[src/rtl/tick_timer.sv]
// tick_timer: programmable down-count timer driven by an upstream tick strobe.
// Counts load_val_i ticks, then pulses done_o for one cycle.
//
// Ports:
//   clk         system clock, rising-edge
//   reset       asynchronous, active-high
//   tick_i      tick strobe from the upstream generator (one cycle in three)
//   start_i     load load_val_i and begin counting (restarts when running)
//   stop_i      abort and return to IDLE; highest priority
//   load_val_i  number of ticks to count; sampled only on an accepted start
//   count_o     remaining ticks (the counter register itself)
//   busy_o      high while counting (RUN)
//   done_o      one-cycle completion pulse (DONE)
//   overrun_o   sticky; set when a start arrives while already counting
module tick_timer #(
    parameter int WIDTH = 8
) (
    input  logic             clk,
    input  logic             reset,
    input  logic             tick_i,
    input  logic             start_i,
    input  logic             stop_i,
    input  logic [WIDTH-1:0] load_val_i,
    output logic [WIDTH-1:0] count_o,
    output logic             busy_o,
    output logic             done_o,
    output logic             overrun_o
);

    typedef enum logic [1:0] {
        IDLE = 2'b00,
        RUN  = 2'b01,
        DONE = 2'b10
    } state_t;

    state_t           state;
    logic [WIDTH-1:0] count;
    logic             overrun;

    // A zero load skips RUN entirely so a zero-length timer still pulses.
    logic   load_zero;
    state_t load_next;

    // Counting ends on the tick that takes the counter from 1 to 0.
    // Treating 0 as final too keeps the counter from ever wrapping.
    logic last_tick;

    assign load_zero = (load_val_i == '0);
    assign load_next = load_zero ? DONE : RUN;
    assign last_tick = (count <= WIDTH'(1));

    always_ff @(posedge clk or posedge reset) begin
        if (reset) begin
            state   <= IDLE;
            count   <= '0;
            overrun <= 1'b0;
        end else begin
            unique case (state)
                IDLE: begin
                    if (stop_i) begin
                        state <= IDLE;
                    end else if (start_i) begin
                        count <= load_val_i;
                        state <= load_next;
                    end
                end

                RUN: begin
                    if (stop_i) begin
                        // Counter is left frozen so software can see
                        // how far the aborted timer got.
                        state <= IDLE;
                    end else if (start_i) begin
                        // Restart wins over a coincident tick.
                        count   <= load_val_i;
                        overrun <= 1'b1;
                        state   <= load_next;
                    end else if (tick_i) begin
                        if (last_tick) begin
                            count <= '0;
                            state <= DONE;
                        end else begin
                            count <= count - WIDTH'(1);
                        end
                    end
                end

                DONE: begin
                    if (stop_i) begin
                        state <= IDLE;
                    end else if (start_i) begin
                        // Back-to-back timers with no idle gap.
                        count <= load_val_i;
                        state <= load_next;
                    end else begin
                        state <= IDLE;
                    end
                end

                default: begin
                    state <= IDLE;
                end
            endcase
        end
    end

    assign count_o   = count;
    assign busy_o    = (state == RUN);
    assign done_o    = (state == DONE);
    assign overrun_o = overrun;

endmodule

[config.mk]
export PLATFORM = sky130hd
export DESIGN_NAME = tick_timer
export DESIGN_NICKNAME = d
export VERILOG_FILES = /design/src/rtl/tick_timer.sv
export SDC_FILE = /design/constraint.sdc
export NUM_CORES = 1
export LEC_CHECK = 0
export ABC_AREA = 1
export BUFFER_PORTS_ARGS = -buffer_cell sky130_fd_sc_hd__buf_2
export CAP_MARGIN = 0
export CORE_MARGIN = 1
export CORE_UTILIZATION = 45
export DETAILED_ROUTE_END_ITERATION = 8
export PLACE_DENSITY = 0.75
export SYNTH_ARGS = -nofsm -noshare
export SYNTH_HDL_FRONTEND = slang
export SYNTH_SLANG_ARGS = --single-unit
export TNS_END_PERCENT = 10
[constraint.sdc]
create_clock -name clk -period 3.3 [get_ports clk]
set_input_delay 0.825 -clock clk [delete_from_list [all_inputs] [get_ports clk]]
set_output_delay 0.825 -clock clk [all_outputs]
set_load 0.1 [all_outputs]
== Word level (Yosys, flattened, before mapping) ==
Index checks and enable logic that the tools add are counted.

* Add/sub/neg operators: 1
* Order comparisons: 1
* Equality and inequality tests: 9
* Mux-type cells: 17
* Bitwise logic cells: 1
* Reductions and logical operators: 7

{| class="wikitable"
|+ Operator list
! cell !! number
|-
| 8-bit 2-to-1 mux || 6
|-
| 2-bit 2-to-1 mux || 9
|-
| 8-bit case mux with 2 select lines || 1
|-
| 8-bit by 1-bit <= comparator with 1-bit output (second input constant) || 1
|-
| 8-bit logical NOT || 1
|-
| 8-bit by 1-bit subtractor with 8-bit output (second input constant) || 1
|-
| 3-bit inequality test (second input constant) || 2
|-
| 2-bit case mux with 3 select lines || 1
|-
| 3-bit AND reduction || 2
|-
| 5-bit AND reduction || 1
|-
| 2-bit inequality test (second input constant) || 2
|-
| 4-bit by 3-bit inequality test with 1-bit output (second input constant) || 1
|-
| 4-bit inequality test (second input constant) || 1
|-
| 2-bit by 1-bit == test with 1-bit output (second input constant) || 1
|-
| 2-bit == test (second input constant) || 1
|-
| 2-bit logical NOT || 1
|-
| 2-bit by 1-bit inequality test with 1-bit output (second input constant) || 1
|-
| 2-bit nonzero test || 1
|-
| 2-bit OR reduction || 1
|-
| 1-bit inverter || 1
|}

* Register bits after elaboration: 11
* Input port bits: 13
* Output and inout bits: 11

== Depth between registers and ports, before layout ==
* Depth after elaboration: 6
* Gate-level depth with buffers: 10
* Depth with buffers taken out: 10

== Least setup slack after synthesis ==
OpenSTA, ideal clock, no wires.

* Path kind: reg2out
* From: reg state[0]
* To: out busy_o
* Arrival: 1,738 ps
* Slack: 737 ps
* Cell stages (with the launch flop): 3
* Path buffers: 0
* Cell sequence: dfrtp_1 -> inv_2 -> nor2_1

* Longest elaborated chain between the ends: 1

{| class="wikitable"
|+ RTL lines
! what !! line !! RTL
|-
| from (decl) || 36 || <nowiki>state_t state;</nowiki>
|-
| from (signal assigned) || 64 || <nowiki>state <= load_next;</nowiki>
|-
| from (signal assigned) || 77 || <nowiki>state <= load_next;</nowiki>
|-
| from (signal assigned) || 94 || <nowiki>state <= load_next;</nowiki>
|-
| 2-bit by 1-bit == test with 1-bit output || 108 || <nowiki>assign busy_o = (state == RUN);</nowiki>
|-
| to (decl) || 25 || <nowiki>output logic busy_o,</nowiki>
|}

No other way between the ends.

== Final worst setup path ==
* From: reg state[0]
* To: out done_o

* Longest elaborated chain between the ends: 1

{| class="wikitable"
|+ RTL lines
! what !! line !! RTL
|-
| 2-bit == test || 109 || <nowiki>assign done_o = (state == DONE);</nowiki>
|-
| to (decl) || 26 || <nowiki>output logic done_o,</nowiki>
|}

No other way between the ends.

==> impl_summary.log <==
INFO  metric run_status = finished clean
INFO  metric n_fill_cell = 204
INFO  metric clk_root_buffer_cell = clkbuf_4
INFO  metric clock_sink_count = 11
INFO  metric initial_cell_density_of_the_core = 0.477
INFO  metric maxCapViolations = 0
INFO  metric power.clock.fraction = 0.127
INFO  metric finalWirelength = 2000 µm
INFO  metric synth.top_cells.by_count = nand2_1, inv_1, nor2_1
INFO  metric synth-seq-area-share = 0.297
INFO  metric register_area = 275 µm²
INFO  metric post_synth_edffs = 0
INFO  metric drt-initial-drc-count = 23
INFO  metric power.leakage = 0.599 nW
INFO  metric rsz0062_at_grt = false
INFO  metric final_net_count = 180
INFO  metric place_congestion = 0.813
INFO  metric switching_share = 0.592
INFO  metric synthDistinctLibCells = 19
INFO  metric syn_nets = 153
INFO  metric tritoncts = done
INFO  metric power_per_cell_area = 703 nW/µm²
INFO  metric power_frac_seq = 0.270
INFO  metric dieHeight = 47.4 µm
INFO  metric vias_per_cell = 4.80
INFO  metric ir_worst_vdd = 0.354 mV
INFO  metric avgSynthCellArea = 6.72 µm²
INFO  metric crit_arrival = 1380 ps
INFO  metric postCtsSetupBuffers = 0
INFO  metric final-max-slew-violation-count = 0
INFO  metric crit_path_largest_cell_delay = 440 ps
INFO  metric timing.hold.worst.class = reg2reg
INFO  metric netlist.area_leader.share = 0.297
INFO  metric antenna_fix_cells = 0
INFO  metric grt_use_total = 0.223
INFO  metric clock_skew = 1.12 ps
INFO  metric grt_max_degree = 17
INFO  metric final.setup.tns = 0 ps
INFO  metric power_report.internal_total = 312 µW
INFO  metric via_count = 917
INFO  metric path_clk_slew = 70 ps
INFO  metric cp_cell_sequence = inv_2, nand2_1, inv_1, buf_2
INFO  metric worstPathMaxFanout = 5
INFO  metric holdBufCountCts = 0
INFO  metric io_pins = 24
INFO  metric combinationalPowerShare = 0.603
INFO  metric post_drt_wl_per_cell = 10.5 µm
INFO  metric area_growth_syn_to_layout = 17.3%
INFO  metric post-route-period-util = 0.668
INFO  metric die_area = 2250 µm²
INFO  metric antenna_violations_before_repair = 0
INFO  metric timing.final.setup_violations = 0
INFO  metric die_x = 47.4 µm
INFO  metric cp_slowest_cell = dfrtp_1
INFO  metric worst-setup-path-type = reg2out
INFO  metric yosys.cell_count.top_type = nand2_1
INFO  metric grt_residual_overflow = 0
INFO  metric timing.reg2reg.setup_slack = 1630 ps
INFO  metric finalHoldViolCount = 0
INFO  metric tightestPinTransition = 575 ps
INFO  metric postCtsResizedCells = 0
INFO  metric final_area = 1090 µm²
INFO  metric area_used_by_multi_input_combinational_logic = 532 µm²
INFO  metric io_buffers = 23
INFO  metric drtPass1Iterations = 4
INFO  metric hpwl_dp = 1590 µm
INFO  metric startpoint_type = flop
INFO  metric htree_levels = 1
INFO  metric synth_ff_type = dfrtp_1
INFO  metric synth.top_cells.by_area = dfrtp_1, nand2_1, inv_1
INFO  metric number_of_global_route_vias_before_repair = 816
INFO  metric syn_area = 927 µm²
INFO  metric synthesized_instance_count = 138
INFO  metric post_synth_top_area_cell = dfrtp_1
INFO  metric switching_power = 452 µW
INFO  metric asyncSetResetFlopFracSynth = 1.00
INFO  metric cp-end-kind = output port
INFO  metric clock_latency_on_the_worst_skew_pair = 270 ps
INFO  metric yosys_register_bits = 11
INFO  metric cts_made_buffers = 3
INFO  metric placedInstanceArea = 1060 µm²
INFO  metric drive_gt1_frac = 0.311
INFO  metric fp.coreArea = 1940 µm²
INFO  metric min_period = 2200 ps
INFO  metric rows = 16
INFO  metric clock.fmax = 454 MHz
INFO  metric worst_ep_required_time = 2470 ps
INFO  metric grt_first_pass_wirelength = 3370 µm
INFO  metric clock_tree.buffer_depth = 2
INFO  metric detail-route-antenna-nets = 0
INFO  metric drc = 0
INFO  metric yosys_warnings = 0
INFO  metric maxSlewHeadroom = 0.615
-- cells in the final DEF, fill, tap and decap left out, drive strengths merged, types with 2 or more instances in the layout --
master	synthesis	final
nand3	6	6
inv	28	28
a21oi	3	3
a21boi	7	7
o21ai	6	6
nand2	35	35
buf	1	23
clkbuf	0	4
dfrtp	11	11
ha	2	2
nand4	3	3
nor2	33	33
-- kinds of logic after synthesis --
logic type                 share of synthesized area
buffers and inverters                          0.130
and+or+nand+nor                                0.368
AOI/OAI and AO/OA                              0.178
DFF                                            0.297
adders and majority gates                     0.0270
-- power by group through the flow --
stage	Sequential, mW	Combinational [mW]	Clock [mW]
detailed placement	0.209	0.459	0
CTS	0.206	0.461	0.0970
floorplan	0.418	0.176	0
finish	0.206	0.461	0.0974
global route	0.212	0.495	0.105
global placement	0.206	0.453	0
-- flip-flops by register name (all words and copies together), names as in the netlist --
| register | count |
|---|---|
| count_o | 8 |
| overrun_o | 1 |
| state | 2 |
-- routing by layer --
layer | up-vias | wire (µm) | GRT usage
met1 | 405 | 915 | 0.283
li1 | 473 | - | -
met2 | 33 | 941 | 0.342
met4 | 0 | 48 | 0.120
met3 | 6 | 91 | 0.0615
met5 | - | 0 | 0
-- critical path, delay by kind of cell (launching register included) --
kind                   cells  cell delay (ps)
buffers and inverters      3              570
AND/OR/NAND/NOR            1               90
flip-flops                 1              440
-- stage by stage --
| step | power (mW) | hold slack, ps | util | setup slack, ps | std cells |
|---|---|---|---|---|---|
| after floorplan | 0.594 | 587 | - | 737 | 138 |
| after global placement | 0.658 | 454 | 0.546 | 1350 | 187 |
| after detailed placement | 0.669 | 461 | 0.546 | 1320 | 187 |
| after CTS | 0.764 | 478 | 0.560 | 1100 | 191 |
| after global routing | 0.812 | 512 | 0.560 | 976 | 191 |
| final | 0.764 | 475 | 0.560 | 1100 | 191 |
-- area by class of cell --
type	instances	share of cell area
Tap cell	27	0.0311
Clock buffer	4	0.0242
Timing Repair Buffer	23	0.106
Sequential cell	11	0.253
Multi-Input combinational cell	98	0.489
Inverter	28	0.0967
-- final timing paths --
kind                         endpoint  cells after the start        from
max                            done_o                      4    state[0]
min                         overrun_o                      1   overrun_o
max reg2reg                count_o[3]                      9  count_o[0]
min reg2reg                 overrun_o                      1   overrun_o
max in group asynchronous    state[1]                      2       reset
min in group asynchronous  count_o[5]                      2       reset
Power figures use the tool's default switching activity.
